`src/rtl/mem_mapped_timer_pkg.sv`:
```
// ============================================================================
// Module      : cpu_types (package)
// Description : Shared CPU type definitions. This file holds the timer
//               register-map enum and the ctrl bit positions that the
//               memory-mapped timer uses.
// Revision    : 1.0 - initial timer additions
// ============================================================================
`default_nettype none

package cpu_types;

  // Word offsets within the 32-byte timer window. a[4:2] selects the word.
  typedef enum logic [2:0] {
    TIMER_MTIME_LO    = 3'd0,
    TIMER_MTIME_HI    = 3'd1,
    TIMER_MTIMECMP_LO = 3'd2,
    TIMER_MTIMECMP_HI = 3'd3,
    TIMER_CTRL        = 3'd4,
    TIMER_PRESCALE    = 3'd5
  } timer_reg_e;

  localparam int TIMER_CTRL_EN_BIT   = 0;
  localparam int TIMER_CTRL_MASK_BIT = 1;

endpackage

`default_nettype wire

```
`src/rtl/byte_merge.sv`:
```
// ============================================================================
// Module      : byte_merge
// Description : Combinational byte-lane merge. Each lane whose enable bit is
//               set takes its byte from wd. Every other lane keeps its byte
//               from old_word.
// Ports       : old_word          - current register contents
//               wd                - write data from the CPU
//               write_byte_enable - bit i enables lane [8i+7:8i]
//               new_word          - merged result
// Revision    : 1.0 - initial release
// ============================================================================
`default_nettype none

module byte_merge (
  input  logic [31:0] old_word,
  input  logic [31:0] wd,
  input  logic [3:0]  write_byte_enable,
  output logic [31:0] new_word
);

  for (genvar i = 0; i < 4; i++) begin : g_byte
    assign new_word[8*i +: 8] = write_byte_enable[i] ? wd[8*i +: 8] : old_word[8*i +: 8];
  end

endmodule

`default_nettype wire

```
`src/rtl/mem_mapped_timer.sv`:
```
// ============================================================================
// Module      : mem_mapped_timer
// Description : RISC-V style machine timer on the CPU data-memory port.
//               It provides a 64-bit mtime counter, a 64-bit mtimecmp
//               register, a ctrl register (en, irq_mask) and a registered
//               timer_irq level. Build option: defining
//               MEM_MAPPED_TIMER_PRESCALER_EN adds a 16-bit prescale register
//               at word offset 5, so one tick occurs every prescale+1
//               enabled cycles.
// Ports       : clk, rst_n          - clock, async active-low reset
//               a                   - byte address (a[1:0] ignored)
//               we                  - write strobe
//               write_byte_enable   - per-byte write enable
//               wd                  - write data
//               rd                  - read data, 0 when sel is low
//               sel                 - address falls inside the window
//               timer_irq           - registered interrupt level
// Revision    : 1.0 - initial release
// ============================================================================
`default_nettype none

module mem_mapped_timer
  import cpu_types::*;
#(
  parameter logic [31:0] BASE_ADDR = 32'h0000_1000,
  parameter logic [63:0] RESET_CMP = 64'hFFFF_FFFF_FFFF_FFFF
) (
  input  logic        clk,
  input  logic        rst_n,
  input  logic [31:0] a,
  input  logic        we,
  input  logic [3:0]  write_byte_enable,
  input  logic [31:0] wd,
  output logic [31:0] rd,
  output logic        sel,
  output logic        timer_irq
);

  logic [63:0] r_mtime;
  logic [63:0] r_mtimecmp;
  logic        r_en;
  logic        r_mask;
  logic        r_irq;

  logic [2:0]  w_off;
  logic        w_wr;
  logic [31:0] w_word;
  logic [31:0] w_merged;
  logic        w_tick;
  logic        w_wr_time_lo;
  logic        w_wr_time_hi;
  logic        w_wr_cmp_lo;
  logic        w_wr_cmp_hi;
  logic        w_wr_ctrl;
  logic        w_unused;

`ifdef MEM_MAPPED_TIMER_PRESCALER_EN
  logic [15:0] r_prescale;
  logic [15:0] r_psc_cnt;
  logic        w_wr_psc;
  logic        w_psc_reload;
`endif

  assign sel      = (a[31:5] == BASE_ADDR[31:5]);
  assign w_off    = a[4:2];
  assign w_wr     = we && sel;
  assign w_unused = &{1'b0, a[1:0]};

  assign w_wr_time_lo = w_wr && (w_off == TIMER_MTIME_LO);
  assign w_wr_time_hi = w_wr && (w_off == TIMER_MTIME_HI);
  assign w_wr_cmp_lo  = w_wr && (w_off == TIMER_MTIMECMP_LO);
  assign w_wr_cmp_hi  = w_wr && (w_off == TIMER_MTIMECMP_HI);
  assign w_wr_ctrl    = w_wr && (w_off == TIMER_CTRL);

  // The addressed word is decoded independently of sel. It is used for the
  // read path and also as the "old" operand of the single shared byte merge.
  always_comb begin
    w_word = 32'd0;
    case (w_off)
      TIMER_MTIME_LO:    w_word = r_mtime[31:0];
      TIMER_MTIME_HI:    w_word = r_mtime[63:32];
      TIMER_MTIMECMP_LO: w_word = r_mtimecmp[31:0];
      TIMER_MTIMECMP_HI: w_word = r_mtimecmp[63:32];
      TIMER_CTRL: begin
        w_word[TIMER_CTRL_EN_BIT]   = r_en;
        w_word[TIMER_CTRL_MASK_BIT] = r_mask;
      end
`ifdef MEM_MAPPED_TIMER_PRESCALER_EN
      TIMER_PRESCALE:    w_word = {16'd0, r_prescale};
`endif
      default:           w_word = 32'd0;
    endcase
  end

  assign rd = sel ? w_word : 32'd0;

  byte_merge u_byte_merge (
    .old_word          (w_word),
    .wd                (wd),
    .write_byte_enable (write_byte_enable),
    .new_word          (w_merged)
  );

`ifdef MEM_MAPPED_TIMER_PRESCALER_EN
  assign w_wr_psc     = w_wr && (w_off == TIMER_PRESCALE);
  // The down-counter restarts from the prescale value while disabled or when
  // prescale is rewritten. Otherwise it ticks when it has counted down to 0.
  assign w_psc_reload = !r_en || w_wr_psc;
  assign w_tick       = !w_psc_reload && (r_psc_cnt == 16'd0);

  always_ff @(posedge clk or negedge rst_n) begin
    if (!rst_n) begin
      r_prescale <= 16'd0;
      r_psc_cnt  <= 16'd0;
    end else begin
      if (w_wr_psc) begin
        r_prescale <= w_merged[15:0];
      end
      if (w_psc_reload) begin
        r_psc_cnt <= w_wr_psc ? w_merged[15:0] : r_prescale;
      end else if (r_psc_cnt == 16'd0) begin
        r_psc_cnt <= r_prescale;
      end else begin
        r_psc_cnt <= r_psc_cnt - 16'd1;
      end
    end
  end
`else
  assign w_tick = r_en;
`endif

  always_ff @(posedge clk or negedge rst_n) begin
    if (!rst_n) begin
      r_mtime    <= 64'd0;
      r_mtimecmp <= RESET_CMP;
      r_en       <= 1'b0;
      r_mask     <= 1'b0;
      r_irq      <= 1'b0;
    end else begin
      // A software write to either half of mtime suppresses that cycle's
      // increment. The untouched half keeps its pre-edge value.
      if (w_wr_time_lo || w_wr_time_hi) begin
        if (w_wr_time_lo) r_mtime[31:0]  <= w_merged;
        if (w_wr_time_hi) r_mtime[63:32] <= w_merged;
      end else if (w_tick) begin
        r_mtime <= r_mtime + 64'd1;
      end

      if (w_wr_cmp_lo) r_mtimecmp[31:0]  <= w_merged;
      if (w_wr_cmp_hi) r_mtimecmp[63:32] <= w_merged;

      if (w_wr_ctrl) begin
        r_en   <= w_merged[TIMER_CTRL_EN_BIT];
        r_mask <= w_merged[TIMER_CTRL_MASK_BIT];
      end

      // Level interrupt from current register values, one edge after match.
      r_irq <= r_en && !r_mask && (r_mtime >= r_mtimecmp);
    end
  end

  assign timer_irq = r_irq;

endmodule

`default_nettype wire

```
`config.mk`:
```
export PLATFORM = sky130hd
export DESIGN_NAME = mem_mapped_timer
export DESIGN_NICKNAME = d
export VERILOG_FILES = /design/src/rtl/mem_mapped_timer_pkg.sv /design/src/rtl/byte_merge.sv /design/src/rtl/mem_mapped_timer.sv
export SDC_FILE = /design/constraint.sdc
export NUM_CORES = 1
export LEC_CHECK = 0
export BUFFER_PORTS_ARGS = -buffer_cell sky130_fd_sc_hd__buf_2
export CORE_MARGIN = 2
export CORE_UTILIZATION = 45
export CTS_BUF_LIST = sky130_fd_sc_hd__clkbuf_8
export CTS_CLUSTER_SIZE = 28
export DETAILED_ROUTE_END_ITERATION = 16
export PLACE_DENSITY = 0.64
export SLEW_MARGIN = 5
export SYNTH_ARGS = -nofsm -noshare
export SYNTH_HDL_FRONTEND = slang
export SYNTH_SLANG_ARGS = --single-unit
```
`constraint.sdc`:
```
create_clock -name clk -period 7.1 [get_ports clk]
set_input_delay 0.355 -clock clk [delete_from_list [all_inputs] [get_ports clk]]
set_output_delay 0.355 -clock clk [all_outputs]
set_load 0.02 [all_outputs]
```
# == After elaboration in Yosys (flattened, before gate mapping) ==
# Cells that the tools add are included.
# word_totals
out_inout_bits,34
wordCells,41
regBits,131
# classes
order_cmp,1
mux,11
n_eq_ne,7
addsub,1
reduce_logical,14
# ops
op,count
two-way mux 64 bit,2
case mux 30 bit (4 select lines),1
two-way mux 32 bit,3
adder 64 x 1 -> 64 bit (second input constant),1
greater-or-equal comparator 64 bit,1
two-way mux 8 bit,4
== test 27 x 8 -> 1 bit (second input constant),1
case mux 2 bit (5 select lines),1
logical AND 1 bit,8
== test 3 x 2 -> 1 bit (second input constant),2
inequality test 2 bit (second input constant),2
AND reduction 2 bit,2
== test 3 x 1 -> 1 bit (second input constant),1
== test 3 bit (second input constant),1
logical NOT 3 bit,1
nonzero test 2 bit,1
logical NOT 1 bit,1
logical OR 1 bit,1

# == Depth between registers and ports, before layout ==
# Gate-level depths: netlist of the first run.
# depth
ltp_word,6
ltp_mapped,9
depth_no_buf,8

# == By module ==
# Synthesis of the first run repeated with hierarchy kept, for this count alone.
# unflattened
cells_unflattened,1136
area_unflattened_um2,9776.9
# modules_own_cells
module,seq_area_each_um2,cells_each,instances,area_per_inst_um2
mem_mapped_timer,3358.2,1100,1,9251.4
byte_merge,0.0,36,1,525.5

# == Least setup slack after synthesis of the first run ==
# OpenSTA, ideal clock, no wires.
# synth_path
path_type,flip-flop to flip-flop
from,register r_mtime[0]
to,register r_mtime[58]
required_ps,6980
setup_slack_ps,4696
setup_ps,120
period_less_slack_ps,2404
path_stages_with_launch,8
arrival_ps,2283
path_cell_list,dfrtp_1 ha_1 nand4_2 nor3_1 nand3_1 or4_1 or2_2 o211a_1
# synth_between
elab_chain_len,3
# synth_rtl
element,line,rtl
from (decl),mem_mapped_timer.sv:39,logic [63:0] r_mtime;
from (signal assigned),mem_mapped_timer.sv:143,if (w_wr_time_lo) r_mtime[31:0] <= w_merged;
from (signal assigned),mem_mapped_timer.sv:146,r_mtime <= r_mtime + 64'd1;
adder 64 x 1 -> 64 bit,mem_mapped_timer.sv:146,
two-way mux 64 bit,mem_mapped_timer.sv:145,end else if (w_tick) begin
two-way mux 64 bit,mem_mapped_timer.sv:142,if (w_wr_time_lo || w_wr_time_hi) begin
# Every way passes these cells. The select of a mux whose other input is x is not followed.
# A chain may end at the register's enable or synchronous reset.

# == Worst setup path in the final report of the first run ==
# layout_path
from,register r_mtime[0]
to,register r_mtime[56]
# The elaborated chain is that of the path after synthesis.

==> results of run 1 <==
-- metrics by stage --
stage | worst slack (ps) | area, sq um | power [mW] | utilization
2_1_floorplan | 4700 | 9970 | 0.820 | -
3_3_place_gp | 3750 | 10600 | 0.873 | 0.486
3_5_place_dp | 3660 | 10600 | 0.874 | 0.486
4_1_cts | 3880 | 11000 | 1.52 | 0.504
5_1_grt | 3620 | 11000 | 1.57 | 0.504
6_report | 3790 | 11000 | 1.50 | 0.504
-- sequential cells by signal, indices dropped and copies added (netlist names) --
signal and flops:
r_en 1, r_mask 1, r_mtime 64, r_mtimecmp 64, timer_irq 1
-- worst max-delay path: stages, from the launching register on --
cell and delay, ps:
dfrtp_1 480, ha_1 270, nand4_2 330, nor3_1 570
nand4_1 510, or4_1 670, nor2_1 200, a221oi_1 110
-- area by class of cell --
| type | count | area share |
|---|---|---|
| Tap cell | 280 | 0.0320 |
| Clock buffer | 20 | 0.0251 |
| Clock inverter | 12 | 0.0104 |
| Inverter | 75 | 0.0257 |
| Multi-Input combinational cell | 884 | 0.545 |
| Timing Repair Buffer | 114 | 0.0556 |
| Sequential cell | 131 | 0.306 |
-- worst max path at each step --
| stage | slack [ps] | startpoint | end |
|---|---|---|---|
| floorplan | 4700 | r_mtime[0] | r_mtime[58] |
| global placement | 3750 | a[25] | r_mtime[45] |
| detailed placement | 3660 | a[25] | r_mtime[45] |
| CTS | 3880 | r_mtime[0] | r_mtime[56] |
| global route | 3620 | r_mtime[0] | r_mtime[56] |
| finish | 3790 | r_mtime[0] | r_mtime[56] |
-- power breakdown --
group,internal [mW],switching [mW]
Combinational,0.0423,0.0697
Sequential,0.748,0.0000255
Clock,0.334,0.309
Total,1.12,0.379
-- layer usage --
layer  vias to the layer above  track usage
li1                       4402            -
met5                         -            0
met3                        67       0.0451
met2                       318        0.414
met4                         0       0.0917
met1                      4509        0.364
-- synthesized netlist by cell type (all sizes together), types with 12 or more instances --
| cell type | number | area share |
|---|---|---|
| mux4 | 30 | 0.068 |
| and3 | 15 | 0.0098 |
| nand2b | 35 | 0.022 |
| buf | 13 | 0.0068 |
| nor3 | 12 | 0.0060 |
| inv | 75 | 0.028 |
| nand3 | 32 | 0.016 |
| a21oi | 94 | 0.047 |
| and2 | 13 | 0.0082 |
| ha | 65 | 0.082 |
| clkbuf | 61 | 0.030 |
| nand2 | 140 | 0.053 |
| dfrtp | 67 | 0.17 |
| o21a | 12 | 0.0090 |
| nor4 | 21 | 0.015 |
| o21ai | 108 | 0.054 |
| nor2 | 95 | 0.036 |
| nand4 | 35 | 0.025 |
| dfstp | 64 | 0.17 |
-- what timing repair did --
item | CTS | global route
endpoints found under the setup margin | 0 | 0
hold buffers | 1 | 0
endpoints found under the hold margin | 30 | 0
-- kinds of logic after synthesis --
family | count (synthesis)
compound gates | 338
simple gates | 438
flops | 131
buf+inv | 149
xor+xnor | 1
fa+ha+maj | 65
mux | 42
==> impl_metrics.json, run 1 <==
{
  "vias_per_cell": 6.13,
  "vias": 9296,
  "grt_max_degree": 76,
  "syn_inst": 1164,
  "start_util": 0.458,
  "drt-total-wl_microns": 29700,
  "synth_adder_area_share": 0.0815,
  "slew_violations": 0,
  "synth_top_family_by_area": "simple AND/OR/NAND/NOR gates",
  "synth_cell_type_count": 73,
  "drtIter0Drc": 992,
  "yosysWarnings": 0,
  "fin_hold_ws_ps": 249,
  "fp.coreArea_sq_um": 21800,
  "worst_pin_slew_ps": 1210,
  "hold_path_end": "r_mtimecmp[61]",
  "clk_latency_ps": 450,
  "relSlewSlack": 0.196,
  "wire_per_inst_microns": 19.6,
  "synth_xor_area_frac": 0.000878,
  "synth.mux.area_fraction": 0.0810,
  "drv_cap": 0,
  "clockBufferDepth": 2,
  "synth_flop_cell": "dfrtp_1",
  "syn2layout_area_growth_pct": 9.94,
  "seqCellArea_sq_um": 3360,
  "synth_seq_cells": 131,
  "rows": 54,
  "final_common_cell": "nand2_1",
  "fmax_ghz": 0.302,
  "synth_area_sq_um": 9970,
  "die-height_microns": 153,
  "cts_num_sinks": 131,
  "clk_pin_slew_ps": 80,
  "diodes": 0,
  "hold_viol": 0,
  "cp-end-kind": "flip-flop",
  "status": "completed",
  "synth_area_per_cell_sq_um": 8.57,
  "die-width_microns": 153,
  "grt_pass1_wl_microns": 49000,
  "grt_pass1_vias": 9046,
  "grt_usage": 0.262,
  "antenna_found_initial": 0,
  "drc_errors": 0,
  "power.leakage_nw": 4.26,
  "nFillCells": 2088,
  "dp_cells": 1483,
  "cp-start-kind": "flip-flop",
  "worst_r2r_endpoint": "r_mtime[56]",
  "first_pass_iters": 7,
  "finalCritPeriodShare": 0.467,
  "setup_tns_ps": 0,
  "reg2reg_depth": 7,
  "clock_skew_ps": 10.3,
  "synth_compound_area_frac": 0.213,
  "powerDensity_nw_per_um2": 137,
  "synth-edff-count": 0,
  "place_hpwl_microns": 21500,
  "cts_setup_buffers": 0,
  "rsz0062_at_grt": "no",
  "setup_violations": 0,
  "highest-signal-layer": "met4",
  "routed-wl-met2_microns": 13600,
  "portBuffers": 102,
  "r2r_start": "r_mtime[0]",
  "arrival_ps": 3600,
  "period_needed_ps": 3310,
  "htree_num_levels": 4,
  "synth-seq-area-share": 0.337,
  "drtAntennaViolNets": 0,
  "multi_input_area_sq_um": 5980,
  "cts_buffers": 17,
  "vdd_ir_drop_max_v": 0.0000783,
  "dr_wl_met3_microns": 1890,
  "instances_no_fill": 1516,
  "path_max_fanout": 10,
  "cp.required_ps": 7390,
  "place_congestion": 0.935,
  "drive_gt1_frac": 0.214,
  "root_buffer": "clkbuf_8",
  "io_pins": 105,
  "post_cts_resize_count": 0,
  "floorplan.die_area_sq_um": 23400,
  "holdPathStages": 3,
  "synthArstFlopShare": 1.00,
  "min_path_type": "input pin to flip-flop",
  "wl_met1_microns": 13400,
  "syn_nets": 1300,
  "r2r_slack_ps": 3790,
  "grt_remaining_overflow": 0,
  "path_class": "flip-flop to flip-flop",
  "fin_nets": 1359,
  "cts_tree": "built",
  "min_from": "wd[29]",
  "synth-simple-area-share": 0.222,
  "layout_common_cells": "nand2_1 (140), o21ai_0 (106), buf_2 (101), nor2_1 (95), a21oi_1 (94)"
}
Note: power is estimated with default switching activity, not from simulation.
==> inputs of run 2 (changes only) <==
==> constraint.sdc (replaced) <==
create_clock -name clk -period 3.4 [get_ports clk]
set_input_delay 0.17 -clock clk [delete_from_list [all_inputs] [get_ports clk]]
set_output_delay 0.17 -clock clk [all_outputs]
set_load 0.02 [all_outputs]
==> run 2 against run 1 <==
  * Cell count up 1.4%
  * Clock skew up 1.6 ps
  * First-iteration DRC count down 34%
  * Core utilization up 0.94 points
  * Critical path depth unchanged
  * Setup slack worse by 3200 ps
  * Die area unchanged
  * Critical path type unchanged
==> impl_metrics.json, run 2 (synthesis gave the netlist of run 1 again) <==
{
  "clk_latency_ps": 470,
  "vdd_ir_drop_max_v": 0.000167,
  "drt-total-wl_microns": 30200,
  "cts_tree": "built",
  "wl_met1_microns": 13900,
  "period_needed_ps": 2790,
  "root_buffer": "clkbuf_8",
  "reg_top3": "r_mtime x64, r_mtimecmp x64",
  "vias_per_cell": 6.07,
  "wire_per_inst_microns": 19.7,
  "drtIter0Drc": 659,
  "grt_usage": 0.261,
  "arrival_ps": 3160,
  "routed-wl-met2_microns": 14000,
  "nFillCells": 2125,
  "die-height_microns": 153,
  "floorplan.die_area_sq_um": 23400,
  "min_path_type": "input pin to flip-flop",
  "hold_viol": 0,
  "drive_gt1_frac": 0.224,
  "dp_cells": 1504,
  "cts_buffers": 17,
  "htree_num_levels": 4,
  "clock_skew_ps": 11.9,
  "fp.coreArea_sq_um": 21800,
  "first_pass_iters": 6,
  "layout_common_cells": "nand2_1 (140), o21ai_0 (106), buf_2 (101), nor2_1 (95), a21oi_1 (94)",
  "final_common_cell": "nand2_1",
  "start_util": 0.458,
  "place_hpwl_microns": 22600,
  "drc_errors": 0,
  "powerDensity_nw_per_um2": 290,
  "status": "completed",
  "portBuffers": 102,
  "path_class": "flip-flop to flip-flop",
  "slew_violations": 0,
  "path_cells": "ha_1, nand4_2, nor3_1, nand3_1, or4_1, or2_2, o211a_1",
  "fmax_ghz": 0.358,
  "drtAntennaViolNets": 0,
  "vias": 9329,
  "cp.required_ps": 3760,
  "drv_cap": 0,
  "power.leakage_nw": 4.40,
  "p_total_mw": 3.23,
  "relSlewSlack": 0.405,
  "instances_no_fill": 1537,
  "fin_nets": 1380,
  "grt_pass1_wl_microns": 48600,
  "finalCritPeriodShare": 0.822,
  "setup_tns_ps": 0,
  "cp-end-kind": "flip-flop",
  "setup_violations": 0,
  "cp-start-kind": "flip-flop",
  "slowest_delay_ps": 620,
  "cts_num_sinks": 131,
  "path_max_fanout": 7,
  "dr_wl_met3_microns": 1600,
  "grt_max_degree": 87,
  "rsz0062_at_grt": "no",
  "rows": 54,
  "cts_setup_buffers": 0,
  "place_congestion": 0.958,
  "slowest_stage": "or4_1",
  "worst_pin_slew_ps": 889,
  "clockBufferDepth": 2,
  "highest-signal-layer": "met4",
  "grt_remaining_overflow": 0,
  "diodes": 0,
  "syn2layout_area_growth_pct": 12.0,
  "grt_pass1_vias": 8832,
  "antenna_found_initial": 0,
  "io_pins": 105,
  "clk_pin_slew_ps": 80,
  "die-width_microns": 153
}
[run 2: cell count changes in the layout (fill, tap and decap cells not counted), sizes merged]
| cell | delta |
|---|---|
| buf | +21 |
| bufinv | +1 |
| clkinvlp | -1 |
| clkinv | -5 |
| inv | +4 |
| clkbuf | +1 |
[run 2: power breakdown]
group          switching [mW]  total, mW  internal [mW]
Sequential          0.0000496       1.56           1.56
Combinational           0.147      0.243         0.0954
Clock                   0.644       1.43          0.786
Total                   0.791       3.23           2.44
[run 2: worst paths after layout]
check	startpoint	endpoint	slack, ps	depth (start not counted)
setup / recovery	r_mtime[0]	r_mtime[58]	610	7
hold / removal	wd[29]	r_mtimecmp[61]	40	3
setup reg to reg	r_mtime[0]	r_mtime[58]	610	7
hold reg to reg	r_mtimecmp[21]	r_mtimecmp[21]	490	2
max in group asynchronous	rst_n	r_mtimecmp[56]	2160	3
min in group asynchronous	rst_n	r_mtime[9]	350	2
[run 2: area by class of cell]
cell class                      instances  area [sq um]  area share
Sequential cell                       131          3360       0.301
Inverter                               75           282      0.0252
Clock inverter                         11           123      0.0110
Clock buffer                           21           289      0.0259
Multi-Input combinational cell        884          5980       0.535
Timing Repair Buffer                  135           792      0.0709
Tap cell                              280           350      0.0314
[run 2: repair_timing]
item	CTS	global route
resized for setup	0	0
hold buffers	1	0
hold endpoints to repair	55	0
[run 2: worst max-delay path: cells and delay by family, from the launching register on]
kind                       cells  cell delay [ps]
AOI/OAI and AO/OA              1              200
adders and majority gates      1              240
and+or+nand+nor                5             1790
DFF                            1              460
[run 2: layer usage]
metal / track usage / up-vias
li1: - / 4448
met1: 0.365 / 4516
met2: 0.417 / 314
met3: 0.0391 / 51
met4: 0.0869 / 0
met5: 0 / -
[run 2: metrics by stage]
| step | area, sq um | hold slack (ps) | setup WS, ps | utilization |
|---|---|---|---|---|
| floorplan | 9970 | -126 | 996 | - |
| global route | 11200 | 72.2 | 463 | 0.513 |
| CTS | 11200 | 35.8 | 635 | 0.513 |
| detailed placement | 10700 | 318 | 652 | 0.494 |
| finish | 11200 | 44.1 | 605 | 0.513 |
| global placement | 10700 | 303 | 730 | 0.494 |
